<file path="src/rtl/contador_horizontal_timing.sv">
// 640x480 horizontal timing: pixel divider, column counter 0..H_TOTAL-1, region FSM, registered hsync and vflag strobe.
// pixel_tick/vflag are decoded from registered state; Enable=0 freezes everything. Optional macro: PIXEL_TICK_BYPASS_EN.
module contador_horizontal_timing #(
  parameter int CLK_DIV          = 4,
  parameter int H_ACTIVE         = 640,
  parameter int H_FP             = 16,
  parameter int H_SYNC           = 96,
  parameter int H_BP             = 48,
  parameter bit HSYNC_ACTIVE_LOW = 1'b1
) (
  input  logic       Clk,
  input  logic       Reset,
  input  logic       Enable,
  output logic [9:0] cntHorizontal,
  output logic       pixel_tick,
  output logic       vflag,
  output logic       hsync,
  output logic       h_active,
  output logic [1:0] h_state
);

  localparam int H_TOTAL = H_ACTIVE + H_FP + H_SYNC + H_BP;

  localparam logic [9:0] LAST_ACTIVE = 10'(H_ACTIVE - 1);
  localparam logic [9:0] LAST_FRONT  = 10'(H_ACTIVE + H_FP - 1);
  localparam logic [9:0] LAST_SYNC   = 10'(H_ACTIVE + H_FP + H_SYNC - 1);
  localparam logic [9:0] LAST_COL    = 10'(H_TOTAL - 1);

  localparam logic HSYNC_ON  = HSYNC_ACTIVE_LOW ? 1'b0 : 1'b1;
  localparam logic HSYNC_OFF = ~HSYNC_ON;

  typedef enum logic [1:0] {
    ACTIVE = 2'd0,
    FRONT  = 2'd1,
    SYNC   = 2'd2,
    BACK   = 2'd3
  } hState_t;

  hState_t state;
  hState_t stateNext;

`ifdef PIXEL_TICK_BYPASS_EN
  // Clk already runs at pixel rate: every enabled cycle is a pixel.
  assign pixel_tick = Enable & ~Reset;
`else
  localparam int DIV_W = $clog2(CLK_DIV);
  localparam logic [DIV_W-1:0] DIV_LAST = DIV_W'(CLK_DIV - 1);

  logic [DIV_W-1:0] divCnt;

  always_ff @(posedge Clk) begin
    if (Reset) begin
      divCnt <= '0;
    end else if (Enable) begin
      divCnt <= (divCnt == DIV_LAST) ? '0 : divCnt + DIV_W'(1);
    end
  end

  assign pixel_tick = Enable & ~Reset & (divCnt == DIV_LAST);
`endif

  always_ff @(posedge Clk) begin
    if (Reset) begin
      cntHorizontal <= '0;
    end else if (pixel_tick) begin
      cntHorizontal <= (cntHorizontal == LAST_COL) ? '0 : cntHorizontal + 10'd1;
    end
  end

  // High in the same cycle as the wrap so the vertical counter steps on that edge.
  assign vflag = pixel_tick & (cntHorizontal == LAST_COL);

  always_ff @(posedge Clk) begin
    if (Reset) begin
      state <= ACTIVE;
    end else begin
      state <= stateNext;
    end
  end

  always_comb begin
    stateNext = state;
    if (pixel_tick) begin
      case (state)
        ACTIVE:  if (cntHorizontal == LAST_ACTIVE) stateNext = FRONT;
        FRONT:   if (cntHorizontal == LAST_FRONT)  stateNext = SYNC;
        SYNC:    if (cntHorizontal == LAST_SYNC)   stateNext = BACK;
        BACK:    if (cntHorizontal == LAST_COL)    stateNext = ACTIVE;
        default: stateNext = ACTIVE;
      endcase
    end
  end

  // Registered from the next state so hsync lines up with h_state and never glitches.
  always_ff @(posedge Clk) begin
    if (Reset) begin
      hsync <= HSYNC_OFF;
    end else begin
      hsync <= (stateNext == SYNC) ? HSYNC_ON : HSYNC_OFF;
    end
  end

  assign h_state  = state;
  assign h_active = (state == ACTIVE);

endmodule

</file>
<file path="config.mk">
export PLATFORM = sky130hd
export DESIGN_NAME = contador_horizontal_timing
export DESIGN_NICKNAME = d
export VERILOG_FILES = /design/src/rtl/contador_horizontal_timing.sv
export SDC_FILE = /design/constraint.sdc
export NUM_CORES = 1
export LEC_CHECK = 0
export ABC_AREA = 1
export BUFFER_PORTS_ARGS = -buffer_cell sky130_fd_sc_hd__buf_4
export CAP_MARGIN = 20
export CORE_MARGIN = 5
export CORE_UTILIZATION = 32
export DETAILED_ROUTE_END_ITERATION = 6
export GPL_TIMING_DRIVEN = 0
export PLACE_DENSITY = 0.51
export SKIP_LAST_GASP = 1
export SLEW_MARGIN = 20
export SYNTH_ARGS = -nofsm -noshare
export SYNTH_HDL_FRONTEND = slang
export SYNTH_SLANG_ARGS = --single-unit
</file>
<file path="constraint.sdc">
create_clock -name Clk -period 1.5 [get_ports Clk]
set_input_delay 0.225 -clock Clk [delete_from_list [all_inputs] [get_ports Clk]]
set_output_delay 0.225 -clock Clk [all_outputs]
set_load 0.1 [all_outputs]
</file>
# == Word-level counts from Yosys, hierarchy flattened ==
# Cells that the tools add are included.
# totals
register_bits,15
input_bits,3
out_inout_bits,16
wordCells,29
# classes
add_sub_neg,2
n_eq_ne,9
n_mux,9
n_bitwise,4
n_reduce_logical,1
# ops
cell,count
$eq 10x10->1 const B,4
$mux 2,6
$add 10x1->10 const B,1
$mux 10,1
$eq 2x2->1 const B,4
$pmux 2 s4,1
$and 1x1->1,3
$add 2x1->2 const B,1
$eq 2x1->1 const B,1
$logic_not 2->1,1
$mux 1,1
$not 1->1,1

# == Longest topological paths before layout ==
# Gate-level depths: netlist of the first run.
# depth
word_depth,6
depth_mapped,10
mapped_depth_nobuf,10

# == Least setup slack after synthesis of the first run ==
# No wires, ideal clock.
# synth_timing
kind,reg-to-output
startpoint,register cntHorizontal[0]
endpoint,output port vflag
arrival_time_ps,2426
required_time_ps,1275
setup_slack_ps,-1151
stages_incl_launch_ff,5
n_path_buf,0
cell_sequence,dfxtp_1 > ha_1 > nand3_2 > nor2_4 > and3_1
# synth_via
elab_chain_len,2
# synth_rtl
element,line_no,text
from (decl),14,"output logic [9:0] cntHorizontal,"
from (signal assigned),66,cntHorizontal <= (cntHorizontal == LAST_COL) ? '0 : cntHorizontal + 10'd1;
$eq 10x10->1,71,assign vflag = pixel_tick & (cntHorizontal == LAST_COL);
$and 1x1->1,71,
to (decl),16,"output logic vflag,"
# No other way between the ends.

# == Worst setup path after layout of the first run ==
# layout_timing
startpoint,register divCnt[1]
endpoint,output port vflag
# layout_via
elab_chain_len,3
# layout_rtl
element,line_no,text
from (decl),49,logic [DIV_W-1:0] divCnt;
from (signal assigned),55,divCnt <= (divCnt == DIV_LAST) ? '0 : divCnt + DIV_W'(1);
$eq 2x2->1,59,assign pixel_tick = Enable & ~Reset & (divCnt == DIV_LAST);
$and 1x1->1,59,
$and 1x1->1,71,
# No other way between the ends.

==> results.toml, run 1 <==
[drt]
avgViaCountPerCell = 4.67
wirelength_mm = 2.11
drt-initial-drc-count = 25
drc = 0
drtAntennaViolNets = 0
num_vias = 859
post_drt_wl_per_cell_um = 11.5
first_pass_iters = 4

[global_route]
grt_use_met2 = 0.197
grt_pass1_vias = 807
met1_usage = 0.177
grt_max_degree = 9
grt_overflow_total = 0
grt_pass1_wl_mm = 3.67
grt_antenna_before_repair = 0
grt_busiest_layer = "met2"
grt_util_all_layers = 0.130
grtUsageMet3 = 0.0248

[place]
dp_hpwl_mm = 1.58
port_buffers = 18
pre_cts_ws_ps = -4.93
place_area_um2 = 1110
dpl.cell_count = 171
place_congestion = 0.846

[timing]
setup_tns_ps = -74.1
min_period_ps = 1570
rsz0062_at_grt = "true"
setup_viol = 1
drv_slew = 0
clock.fmax_mhz = 635
tightest_slew_ps = 281
worst_slew_margin_rel = 0.815
hold_violations = 0
hold_ws_ps = 147
setup_slack_ps = -74.1
fin_crit_sh = 1.05
fin_skew_ps = 3.51

[critical_path]
crit_fanout = 5
start_kind = "register"
cp_data_arrival_time_ps = 1350
cp-end-kind = "output port"
cp_data_required_time_ps = 1270
path_class = "reg2out"

[floorplan]
start_util = 0.343
fp.dieH_um = 62.0
coreArea_um2 = 2520
boundaryPins = 19
core.rowCount = 18
chipWidth_um = 62.0
fp.dieArea_um2 = 3840

[synth]
synth_seq_cells = 15
synth_top_family_by_area = "simple AND/OR/NAND/NOR gates"
synth_xor_xnor_area_share = 0.0203
yosys.area_share.simple = 0.434
yosys.cell_types.count = 26
async_flop_share = 0
synthAdderAreaFrac = 0.0289
synth_compound_area_frac = 0.0810
synth_warnings = 0
synth_cells = 123
seq_area_frac_synth = 0.347
syn-num-nets = 128
synth.area.mux_share = 0
synth_area_um2 = 865
synth_edf_count = 0
ys.flop_type = "dfxtp_1"
postSynthAreaPerCell_um2 = 7.03

[final_layout]
final_cell_area_um2 = 1250
seq_area_um2 = 335
drive_gt1_frac = 0.474
final_cell_mix = "nand2_1, buf_4, nor2_1, nand3_1, inv_1"
utilization = 0.495
fillCellCount = 258
instances_no_fill = 184
antenna_cells = 0
final_nets = 160
multi_input_area_um2 = 548
areaGrowthSynthToFinish_pct = 44.3

[power_and_ir_drop]
power.density_nw_per_um2 = 584
p_total_uw = 728
vdd_drop_max_mv = 0.426
leakage_nw = 0.561

[clocking]
clk_pin_slew_ps = 90
htree_num_levels = 1
cts_num_sinks = 15
cts_made_buffers = 3
clk_latency_ps = 280
cts.path.max_buffers = 2
cts_root_buf = "clkbuf_4"
cts_tree = "built"

[hold_path]
hp-class = "in2reg"

[run_status]
violations = "setup timing"
status = "finished with violations"

[flow_run]
drv_cap = 0
==> critical path: stages (launching register included) <==
cell and delay, ps:
dfxtp_2 360, ha_4 140, nand2_4 50, clkinv_4 60
nand2_8 50, inv_6 60, and3_4 190, buf_12 170
==> kinds of logic after synthesis <==
| kind of cell | count (synthesis) |
|---|---|
| simple gates | 74 |
| buf+inv | 19 |
| flops | 15 |
| compound gates | 11 |
| xor+xnor | 2 |
| fa+ha+maj | 2 |
==> power by group <==
group	total [mW]	switching, mW	leakage (nW)	internal, mW
Combinational	0.0941	0.0631	0.416	0.0310
Clock	0.230	0.127	0.0150	0.103
Sequential	0.404	0.00819	0.130	0.395
Total	0.728	0.198	0.561	0.529
==> Yosys cell counts (2+ instances only) <==
master,n,area [um2]
nand4_1,2,12.5
nor2_4,2,22.5
nand2_1,28,105
ha_1,2,25.0
o21ai_0,2,10.0
nor2_1,19,71.3
nand3_1,11,55.1
nor3_1,3,15.0
inv_2,6,22.5
dfxtp_1,15,300
inv_1,12,45.0
a21oi_1,6,30.0
nand2_2,2,12.5
==> state kept, by name, indices dropped and copies added (netlist names) <==
register and flops:
divCnt 2, h_state 2, hsync 1, cntHorizontal 10
==> per-layer routing <==
metal | wire [um] | vias to the layer above | share of wire
li1 | - | 452 | -
met1 | 1040 | 383 | 0.49
met2 | 926 | 22 | 0.44
met3 | 115 | 2 | 0.055
met4 | 22 | 0 | 0.010
met5 | 0 | - | 0
==> final timing paths <==
| kind | from | slack [ps] | cells past startpoint | end |
|---|---|---|---|---|
| setup / recovery | divCnt[1] | -70 | 7 | vflag |
| hold / removal | Reset | 150 | 2 | cntHorizontal[1] |
| setup reg to reg | divCnt[1] | 20 | 11 | cntHorizontal[9] |
| hold reg to reg | cntHorizontal[7] | 520 | 2 | cntHorizontal[7] |
==> what timing repair did <==
| action | in CTS | in global routing |
|---|---|---|
| cloned | 0 | 0 |
| resized for setup | 10 | 2 |
| setup buffers | 9 | 1 |
| pin swaps | 7 | 3 |
| hold buffers | 0 | 0 |
| endpoints found under the setup margin | 2 | 11 |
==> final cells by class <==
cell class,instances,share of cell area
Multi-Input combinational cell,89,0.439
Clock buffer,4,0.0211
Timing Repair Buffer,27,0.173
Tap cell,30,0.0301
Inverter,19,0.0682
Sequential cell,15,0.269
Note: power is estimated with default switching activity, not from simulation.
==> run 2, diff against run 1 <==
--- a/config.mk
+++ b/config.mk
@@ -8,5 +8,5 @@
 export ABC_AREA = 1
 export BUFFER_PORTS_ARGS = -buffer_cell sky130_fd_sc_hd__buf_4
-export CAP_MARGIN = 20
+export CAP_MARGIN = 30
 export CORE_MARGIN = 5
 export CORE_UTILIZATION = 32
==> constraint.sdc (replaced) <==
create_clock -name Clk -period 1.5 [get_ports Clk]
set_input_delay 0.15 -clock Clk [delete_from_list [all_inputs] [get_ports Clk]]
set_output_delay 0.15 -clock Clk [all_outputs]
set_load 0.1 [all_outputs]
==> results.toml, run 2 (synthesis gave the netlist of run 1 again) <==
[clocking]
cts_root_buf = "clkbuf_4"
clk_pin_slew_ps = 90
htree_num_levels = 1
cts.path.max_buffers = 2
cts_made_buffers = 3
cts_tree = "built"
cts_num_sinks = 15
clk_latency_ps = 280
holdBufCountCts = 0

[timing]
setup_viol = 1
drv_slew = 0
hold_violations = 0
rsz0062_at_grt = "true"
fin_crit_sh = 1.00
hold_ws_ps = 72.5
min_period_ps = 1500
setup_tns_ps = -0.256
setup_slack_ps = -0.256
clock.fmax_mhz = 667
tightest_slew_ps = 281
fin_skew_ps = 3.88
worst_slew_margin_rel = 0.815

[drt]
wirelength_mm = 2.11
drtAntennaViolNets = 0
drt-initial-drc-count = 29
num_vias = 848
avgViaCountPerCell = 4.58
post_drt_wl_per_cell_um = 11.4
drc = 0
first_pass_iters = 4

[global_route]
grt_pass1_vias = 805
grt_overflow_total = 0
grt_util_all_layers = 0.130
grt_antenna_before_repair = 0
grt_pass1_wl_mm = 3.65
grt_max_degree = 9

[run_status]
status = "finished with violations"
violations = "setup timing"

[place]
dp_hpwl_mm = 1.58
dpl.cell_count = 171
place_congestion = 0.846
port_buffers = 18
pre_cts_ws_ps = 70.1
place_area_um2 = 1110

[final_layout]
final_cell_area_um2 = 1260
antenna_cells = 0
largest_reg_flops = 10
final_cell_mix = "nand2_1, buf_4, nor2_1, nand3_1, inv_1"
final_common_cell = "nand2_1"
final_nets = 161
areaGrowthSynthToFinish_pct = 46.0
drive_gt1_frac = 0.477
top_register = "cntHorizontal"
instances_no_fill = 185

[hold_path]
min_path_cells = 2
hp-class = "in2reg"

[critical_path]
path_class = "reg2out"
cp-end-kind = "output port"
crit_fanout = 5
reg2reg_depth = 11
start_kind = "register"
cp_data_arrival_time_ps = 1350
cp_data_required_time_ps = 1350

[power_and_ir_drop]
power.density_nw_per_um2 = 577
leakage_nw = 0.567
vdd_drop_max_mv = 0.427

[floorplan]
start_util = 0.343
fp.dieH_um = 62.0
coreArea_um2 = 2520
core.rowCount = 18
fp.dieArea_um2 = 3840
chipWidth_um = 62.0
boundaryPins = 19

[flow_run]
drv_cap = 0
run 2: cell count changes in the layout (fill, tap and decap cells not counted), sizes merged:
| cell | before | now |
|---|---|---|
| buf | 27 | 28 |
run 2: per-stage QoR:
step | power [mW] | util
floorplan | 0.472 | -
global placement | 0.492 | 0.439
detailed placement | 0.493 | 0.439
CTS | 0.739 | 0.492
global route | 0.782 | 0.500
finish | 0.728 | 0.500
run 2: power by group:
part | switching (mW) | internal [mW] | total (mW) | leakage [nW]
clock network | 0.128 | 0.103 | 0.231 | 0.0150
logic | 0.0630 | 0.0312 | 0.0942 | 0.422
registers | 0.00819 | 0.395 | 0.404 | 0.130
total | 0.199 | 0.530 | 0.728 | 0.567
run 2: routing by layer:
layer | vias up | GRT usage | wire length [um]
met1 | 372 | 0.177 | 1050
met4 | 0 | 0.0636 | 22
li1 | 457 | - | -
met5 | - | 0 | 0
met2 | 17 | 0.194 | 923
met3 | 2 | 0.0248 | 113
run 2: worst paths after layout:
path	from	to	slack (ps)
worst max-delay path	divCnt[1]	vflag	-0.3
worst min-delay path	Reset	cntHorizontal[1]	70
worst max register to register	divCnt[1]	cntHorizontal[9]	40
worst min register to register	cntHorizontal[7]	cntHorizontal[7]	520
run 2: critical path: stages, from the launching register on:
cell      delay, ps
dfxtp_2         360
ha_4            140
nand2_4          50
clkinv_4         60
nand2_8          50
inv_6            60
and3_4          190
buf_12          170
run 2: final cells by class:
class                   count  area (um2)
well taps                  30        37.5
clock buffers               4        26.3
multi-input cells          89         548
repair buffers             28         230
flip-flops and latches     15         335
inverters                  19        85.1
fillers                   259        1260
run 2: timing repair:
item,4_1_cts,5_1_grt
buffers inserted,9,1
resized for setup,10,4
endpoints found under the setup margin,2,7
pin swaps,7,2
